==> src/rtl/apb_cfg_slave.sv <==
// APB configuration/status slave for the matmul (TPU) controller.
// Holds BRAM base addresses, validity masks and the accumulate flag,
// launches operations with a one-cycle start pulse and tracks busy/done
// plus a saturating busy-cycle counter.
module apb_cfg_slave #(
  parameter int REG_ADDRWIDTH = 8,
  parameter int REG_DATAWIDTH = 32,
  parameter int AWIDTH        = 10,
  parameter int MAT_MUL_SIZE  = 4
) (
  input  logic                     clk,
  input  logic                     resetn,
  input  logic [REG_ADDRWIDTH-1:0] PADDR,
  input  logic                     PWRITE,
  input  logic                     PSEL,
  input  logic                     PENABLE,
  input  logic [REG_DATAWIDTH-1:0] PWDATA,
  output logic [REG_DATAWIDTH-1:0] PRDATA,
  output logic                     PREADY,
  input  logic                     done_tpu,
  output logic                     start_tpu,
  output logic                     busy,
  output logic                     accum_en,
  output logic [AWIDTH-1:0]        address_mat_a,
  output logic [AWIDTH-1:0]        address_mat_b,
  output logic [AWIDTH-1:0]        address_mat_c,
  output logic [MAT_MUL_SIZE-1:0]  validity_mask_a,
  output logic [MAT_MUL_SIZE-1:0]  validity_mask_b
);

  // State table
  //   ST_IDLE   | no transfer in progress
  //   ST_SETUP  | PSEL seen without PENABLE, waiting for access phase
  //   ST_ACCESS | transfer committed, PREADY high for this one cycle
  typedef enum logic [1:0] {
    ST_IDLE   = 2'd0,
    ST_SETUP  = 2'd1,
    ST_ACCESS = 2'd2
  } apb_state_t;

  localparam int MASK_B_LSB = 16;

  localparam logic [REG_ADDRWIDTH-1:0] ADDR_CTRL   = REG_ADDRWIDTH'(8'h00);
  localparam logic [REG_ADDRWIDTH-1:0] ADDR_STATUS = REG_ADDRWIDTH'(8'h04);
  localparam logic [REG_ADDRWIDTH-1:0] ADDR_A      = REG_ADDRWIDTH'(8'h08);
  localparam logic [REG_ADDRWIDTH-1:0] ADDR_B      = REG_ADDRWIDTH'(8'h0C);
  localparam logic [REG_ADDRWIDTH-1:0] ADDR_C      = REG_ADDRWIDTH'(8'h10);
  localparam logic [REG_ADDRWIDTH-1:0] ADDR_MASK   = REG_ADDRWIDTH'(8'h14);
  localparam logic [REG_ADDRWIDTH-1:0] ADDR_CYCLES = REG_ADDRWIDTH'(8'h18);

  apb_state_t                 state_q, state_d;
  logic [REG_DATAWIDTH-1:0]   prdata_q, prdata_d;
  logic                       pready_q, pready_d;
  logic                       start_tpu_q, start_tpu_d;
  logic                       busy_q, busy_d;
  logic                       done_q, done_d;
  logic                       accum_en_q, accum_en_d;
  logic [AWIDTH-1:0]          addr_a_q, addr_a_d;
  logic [AWIDTH-1:0]          addr_b_q, addr_b_d;
  logic [AWIDTH-1:0]          addr_c_q, addr_c_d;
  logic [MAT_MUL_SIZE-1:0]    mask_a_q, mask_a_d;
  logic [MAT_MUL_SIZE-1:0]    mask_b_q, mask_b_d;
  logic [REG_DATAWIDTH-1:0]   cycles_q, cycles_d;

  logic                       commit;
  logic                       wr_en;
  logic                       rd_en;
  logic                       sel_ctrl, sel_status, sel_a, sel_b, sel_c, sel_mask, sel_cycles;
  logic                       start_fire;
  logic                       done_fire;
  logic [REG_DATAWIDTH-1:0]   rd_val;

  // Upper PWDATA bits have no destination register.
  logic                       unused_pwdata;
  assign unused_pwdata = ^PWDATA;

  // Address decode: exact byte-address match, anything else is unmapped.
  always_comb begin
    sel_ctrl   = (PADDR == ADDR_CTRL);
    sel_status = (PADDR == ADDR_STATUS);
    sel_a      = (PADDR == ADDR_A);
    sel_b      = (PADDR == ADDR_B);
    sel_c      = (PADDR == ADDR_C);
    sel_mask   = (PADDR == ADDR_MASK);
    sel_cycles = (PADDR == ADDR_CYCLES);
  end

  // APB protocol next-state and the single commit strobe.
  always_comb begin
    state_d = state_q;
    case (state_q)
      ST_IDLE:   if (PSEL && !PENABLE) state_d = ST_SETUP;
      ST_SETUP: begin
        if (!PSEL)        state_d = ST_IDLE;
        else if (PENABLE) state_d = ST_ACCESS;
      end
      ST_ACCESS: state_d = ST_IDLE;
      default:   state_d = ST_IDLE;
    endcase
    commit = (state_q == ST_SETUP) && PSEL && PENABLE;
    wr_en  = commit && PWRITE;
    rd_en  = commit && !PWRITE;
  end

  // Read mux; unused bits and unmapped addresses return zero.
  always_comb begin
    rd_val = '0;
    if (sel_ctrl) begin
      rd_val[1] = accum_en_q;
    end else if (sel_status) begin
      rd_val[0] = done_q;
      rd_val[1] = busy_q;
    end else if (sel_a) begin
      rd_val[AWIDTH-1:0] = addr_a_q;
    end else if (sel_b) begin
      rd_val[AWIDTH-1:0] = addr_b_q;
    end else if (sel_c) begin
      rd_val[AWIDTH-1:0] = addr_c_q;
    end else if (sel_mask) begin
      rd_val[MAT_MUL_SIZE-1:0]              = mask_a_q;
      rd_val[MASK_B_LSB +: MAT_MUL_SIZE]    = mask_b_q;
    end else if (sel_cycles) begin
      rd_val = cycles_q;
    end
  end

  // Register-file next values, operation launch/complete and cycle counter.
  always_comb begin
    start_fire  = wr_en && sel_ctrl && PWDATA[0] && !busy_q;
    done_fire   = done_tpu && busy_q;

    prdata_d    = rd_en ? rd_val : prdata_q;
    pready_d    = commit;
    start_tpu_d = start_fire;

    busy_d = busy_q;
    if (start_fire)     busy_d = 1'b1;
    else if (done_fire) busy_d = 1'b0;

    // A completing operation beats a same-cycle W1C so the event is not lost.
    done_d = done_q;
    if (done_fire)                             done_d = 1'b1;
    else if (start_fire)                       done_d = 1'b0;
    else if (wr_en && sel_status && PWDATA[0]) done_d = 1'b0;

    cycles_d = cycles_q;
    if (start_fire)                     cycles_d = '0;
    else if (busy_q && cycles_q != '1)  cycles_d = cycles_q + REG_DATAWIDTH'(1);

    accum_en_d = (wr_en && sel_ctrl) ? PWDATA[1] : accum_en_q;
    addr_a_d   = (wr_en && sel_a) ? PWDATA[AWIDTH-1:0] : addr_a_q;
    addr_b_d   = (wr_en && sel_b) ? PWDATA[AWIDTH-1:0] : addr_b_q;
    addr_c_d   = (wr_en && sel_c) ? PWDATA[AWIDTH-1:0] : addr_c_q;
    mask_a_d   = (wr_en && sel_mask) ? PWDATA[MAT_MUL_SIZE-1:0] : mask_a_q;
    mask_b_d   = (wr_en && sel_mask) ? PWDATA[MASK_B_LSB +: MAT_MUL_SIZE] : mask_b_q;
  end

  // All state updates; synchronous active-low reset aborts any transfer or operation.
  always_ff @(posedge clk) begin
    if (!resetn) begin
      state_q     <= ST_IDLE;
      prdata_q    <= '0;
      pready_q    <= 1'b0;
      start_tpu_q <= 1'b0;
      busy_q      <= 1'b0;
      done_q      <= 1'b0;
      accum_en_q  <= 1'b0;
      addr_a_q    <= '0;
      addr_b_q    <= '0;
      addr_c_q    <= '0;
      mask_a_q    <= '1;
      mask_b_q    <= '1;
      cycles_q    <= '0;
    end else begin
      state_q     <= state_d;
      prdata_q    <= prdata_d;
      pready_q    <= pready_d;
      start_tpu_q <= start_tpu_d;
      busy_q      <= busy_d;
      done_q      <= done_d;
      accum_en_q  <= accum_en_d;
      addr_a_q    <= addr_a_d;
      addr_b_q    <= addr_b_d;
      addr_c_q    <= addr_c_d;
      mask_a_q    <= mask_a_d;
      mask_b_q    <= mask_b_d;
      cycles_q    <= cycles_d;
    end
  end

  assign PRDATA          = prdata_q;
  assign PREADY          = pready_q;
  assign start_tpu       = start_tpu_q;
  assign busy            = busy_q;
  assign accum_en        = accum_en_q;
  assign address_mat_a   = addr_a_q;
  assign address_mat_b   = addr_b_q;
  assign address_mat_c   = addr_c_q;
  assign validity_mask_a = mask_a_q;
  assign validity_mask_b = mask_b_q;

endmodule
==> config.mk <==
export PLATFORM = sky130hd
export DESIGN_NAME = apb_cfg_slave
export DESIGN_NICKNAME = d
export VERILOG_FILES = /design/src/rtl/apb_cfg_slave.sv
export SDC_FILE = /design/constraint.sdc
export NUM_CORES = 1
export LEC_CHECK = 0
export CORE_UTILIZATION = 63
export DETAILED_ROUTE_END_ITERATION = 8
export DONT_BUFFER_PORTS = 1
export PLACE_DENSITY = 0.79
export SLEW_MARGIN = 20
export SYNTH_ARGS = -nofsm -noshare
export SYNTH_HDL_FRONTEND = slang
export SYNTH_SLANG_ARGS = --single-unit
==> constraint.sdc <==
create_clock -name clk -period 2.45 [get_ports clk]
set_clock_uncertainty 0.15 [all_clocks]
set_input_delay 0.49 -clock clk [delete_from_list [all_inputs] [get_ports clk]]
set_output_delay 0.49 -clock clk [all_outputs]
set_load 0.02 [all_outputs]
==> flow_metrics.tcl <==
set metrics [dict create \
    cp.arrival_ps 2330 \
    area_delta_synth_final_pct 7.99 \
    setup-tns-final_ps 0 \
    seqPwrFrac_pct 58.7 \
    combPwrFrac_pct 2.4 \
    synth_nets 584 \
    cts-htree-levels 3 \
    drive_above_1_share_pct 11.0 \
    end_kind "flop" \
    finalHoldViolations 0 \
    max_freq_ghz 0.462 \
    worst_slew_pin_slew_ps 826 \
    p_per_area_nw_per_um2 580 \
    grt_pass1_vias 3966 \
    io-pin-count 120 \
    finalNonFillerCells 646 \
    synthCells 537 \
    setup_viol_count_final 0 \
    postCtsSetupBuffers 0 \
    pwr-share-clk_pct 38.9 \
    die_h_um 89.5 \
    cpPeakStageDelay_ps 500 \
    synthFlopType "dfxtp_1" \
    setup_slack_ps 285 \
    cts-root-buf "clkbuf_8" \
    ff2ff_path_depth 5 \
    crit_required_ps 2610 \
    coreArea_sq_um 7330 \
    p_int_w 0.00230 \
    grt_pass1_wl_um 18700 \
    final_max_slew_viol_count 0 \
    yosysSeqAreaShare_pct 45.2 \
    dpl.hpwl_um 8500 \
    cts-resized-gates 0 \
    drt-total-wl_um 11800 \
    worstReg2RegEnd "cycles_q[27]$_SDFFE_PP0P_" \
    crit_chain "nand4_4 > nor4_4 > o211ai_2 > or3_1 > a21oi_1" \
    critPathSlowestCell "dfxtp_1" \
    fillers 587 \
    outcome "completed" \
    drt_pass1_iterations 5 \
    die_w_um 89.5 \
    pre_cts_ws_ps 256 \
    grt_use_total_pct 30.7 \
    synth-edff-count 0 \
    ir_drop_mv 0.468 \
    hold_buffers 0 \
    vias 4142 \
    port_buffers 0 \
    overflow 0 \
    diodes 0 \
    worstSetupStartpointType "flop" \
    cts_buffers 9 \
    syn_area_sq_um 4830 \
    grt_max_degree 42 \
    timing.max_cap.violations 0 \
    finalCritPeriodShare_pct 88.4 \
    yosys_warnings 0 \
    placedCellCount 630 \
    num_rows 31 \
    clk_latency_ps 370 \
    ff2ff_setup_slack_ps 280 \
    clock-sinks 109 \
    cts_buffer_depth 2 \
    critPathKind "reg -> reg" \
    synth_area_per_cell_sq_um 8.99 \
    maxSlewHeadroom_pct 44.9 \
    ys_ff_latch 109 \
    hold_depth 1 \
    ys_async_sr_fraction_pct 0 \
    fin_crit_ps 2170 \
    drt_iter0_drc 217 \
    reg2reg_from "cycles_q[11]$_SDFFE_PP0P_" \
    routabilityCongestion 0.885 \
    antenna_found_initial 0 \
    cts_tree "done" \
    synth_cell_types 59 \
    ant_nets 0 \
    netSwitchingFraction_pct 24.0 \
    hp-class "in -> reg" \
    grt_setup_unrepaired "no" \
    wl_per_cell_um 18.3 \
    fp.dieArea_sq_um 8010 \
    p_sw_w 0.000724 \
    hold_path.startpoint "resetn" \
    p_leak_nw 1.80 \
    vias_per_cell 6.41 \
    post-route-util_pct 71.1 \
    path_max_fanout 7 \
    clk_pin_slew_worst_paths_ps 110 \
    min_to "validity_mask_a[3]$_SDFFE_PN1P_" \
    drc 0 \
    start_util_pct 65.8 \
    layout.nets 589 \
]
[power by group through the flow]
stage	registers [W]	clock network [W]	logic, W
final	0.00177	0.00117	0.0000738
after global routing	0.00177	0.00126	0.0000783
after CTS	0.00177	0.00119	0.0000725
after detailed placement	0.00181	0	0.0000722
after global placement	0.00181	0	0.0000705
after floorplan	0.00181	0	0.0000667
[cell type report]
class / instances / area (sq um) / area share [%]
Clock inverter: 7 / 92.6 / 1.78
Multi-Input combinational cell: 388 / 2490 / 47.7
Clock buffer: 9 / 124 / 2.38
Inverter: 14 / 52.6 / 1.01
Sequential cell: 109 / 2180 / 41.9
Timing Repair Buffer: 20 / 150 / 2.88
Tap cell: 99 / 124 / 2.38
[placed cells by master (no fill, tap or decap), types with 3 or more instances in the layout]
| master | synthesis | routed |
|---|---|---|
| a211oi_1 | 6 | 6 |
| a21oi_1 | 47 | 47 |
| a222oi_1 | 4 | 4 |
| a22o_1 | 19 | 19 |
| a22oi_1 | 7 | 7 |
| and2_1 | 3 | 3 |
| and3_1 | 6 | 6 |
| and4_1 | 6 | 6 |
| buf_4 | 1 | 20 |
| clkbuf_8 | 0 | 9 |
| dfxtp_1 | 109 | 109 |
| inv_1 | 13 | 13 |
| mux2_2 | 7 | 7 |
| mux2i_1 | 30 | 30 |
| nand2_1 | 78 | 78 |
| nand2b_1 | 3 | 3 |
| nand3_1 | 13 | 13 |
| nand4_1 | 13 | 13 |
| nor2_1 | 36 | 35 |
| nor2b_1 | 3 | 3 |
| nor3_1 | 6 | 5 |
| nor4_2 | 3 | 3 |
| o21ai_0 | 25 | 25 |
| o31ai_1 | 5 | 5 |
| or3_1 | 12 | 12 |
| or4_1 | 7 | 7 |
| xnor2_1 | 9 | 9 |
[worst max path at each step]
| stage | start | end | slack [ps] | cells past startpoint |
|---|---|---|---|---|
| floorplan | PADDR[1] | validity_mask_a[0]$_SDFFE_PN1P_ | 330 | 7 |
| global placement | PADDR[4] | cycles_q[0]$_SDFFE_PP0P_ | 330 | 5 |
| detailed placement | PADDR[4] | cycles_q[22]$_SDFFE_PP0P_ | 260 | 5 |
| CTS | cycles_q[11]$_SDFFE_PP0P_ | cycles_q[27]$_SDFFE_PP0P_ | 280 | 5 |
| global route | cycles_q[11]$_SDFFE_PP0P_ | cycles_q[27]$_SDFFE_PP0P_ | 90 | 5 |
| finish | cycles_q[11]$_SDFFE_PP0P_ | cycles_q[27]$_SDFFE_PP0P_ | 280 | 5 |
[cell families after synthesis]
| family | after synthesis | synth area share (%) |
|---|---|---|
| buffers and inverters | 40 | 3.55 |
| flip-flops | 109 | 45.2 |
| AO/OA/AOI/OAI | 133 | 17.9 |
| XOR/XNOR | 9 | 1.63 |
| adder cells (fa/ha/maj) | 1 | 0.259 |
| AND/OR/NAND/NOR | 208 | 23.5 |
| multiplexers | 37 | 7.86 |
[flip-flops by register name, indices dropped and copies added, names as in the netlist, 2 cells and up]
name,flops
PRDATA,32
cycles_q,32
address_mat_a,10
address_mat_b,10
address_mat_c,10
validity_mask_a,4
validity_mask_b,4
state_q,2
[layer usage]
layer	GRT usage (%)	vias up	wire length, um
li1	-	1984	-
met5	1.95	-	0
met3	10.2	23	893
met2	50.6	148	5660
met1	36.5	1987	4930
met4	12.8	0	317
[through the flow]
| step | total power [W] | area, sq um | hold slack [ps] |
|---|---|---|---|
| after global placement | 0.00188 | 4990 | 264 |
| final | 0.00302 | 5210 | 20.3 |
| after floorplan | 0.00188 | 4830 | 255 |
| after CTS | 0.00303 | 5210 | 4.64 |
| after detailed placement | 0.00189 | 4990 | 285 |
| after global routing | 0.00311 | 5210 | 8.21 |
[worst max-delay path, delay by kind of cell (launching register included)]
| kind | cells | cell delay (ps) |
|---|---|---|
| AOI/OAI and AO/OA | 2 | 360 |
| and+or+nand+nor | 3 | 1100 |
| DFF | 1 | 500 |
[synth_stat cells (all sizes together) (4+ instances only)]
cell | n | area share [%]
nor2 | 36 | 2.8
a21oi | 47 | 4.9
nand3 | 13 | 1.3
or4 | 9 | 1.6
dfxtp | 109 | 45
or3 | 12 | 1.6
nand2 | 79 | 6.2
a211oi | 6 | 0.93
and4 | 6 | 1.1
inv | 13 | 1.0
a22o | 19 | 3.4
o31ai | 5 | 0.78
mux2i | 30 | 6.2
nor3 | 7 | 0.83
and3 | 6 | 0.78
xnor2 | 9 | 1.6
nand4 | 16 | 2.8
clkbuf | 14 | 1.1
buf | 12 | 1.4
o21ai | 27 | 2.8
nor4 | 6 | 1.8
mux2 | 7 | 1.6
a22oi | 7 | 1.1
a222oi | 4 | 0.83
(Power assumes the default switching activity.)
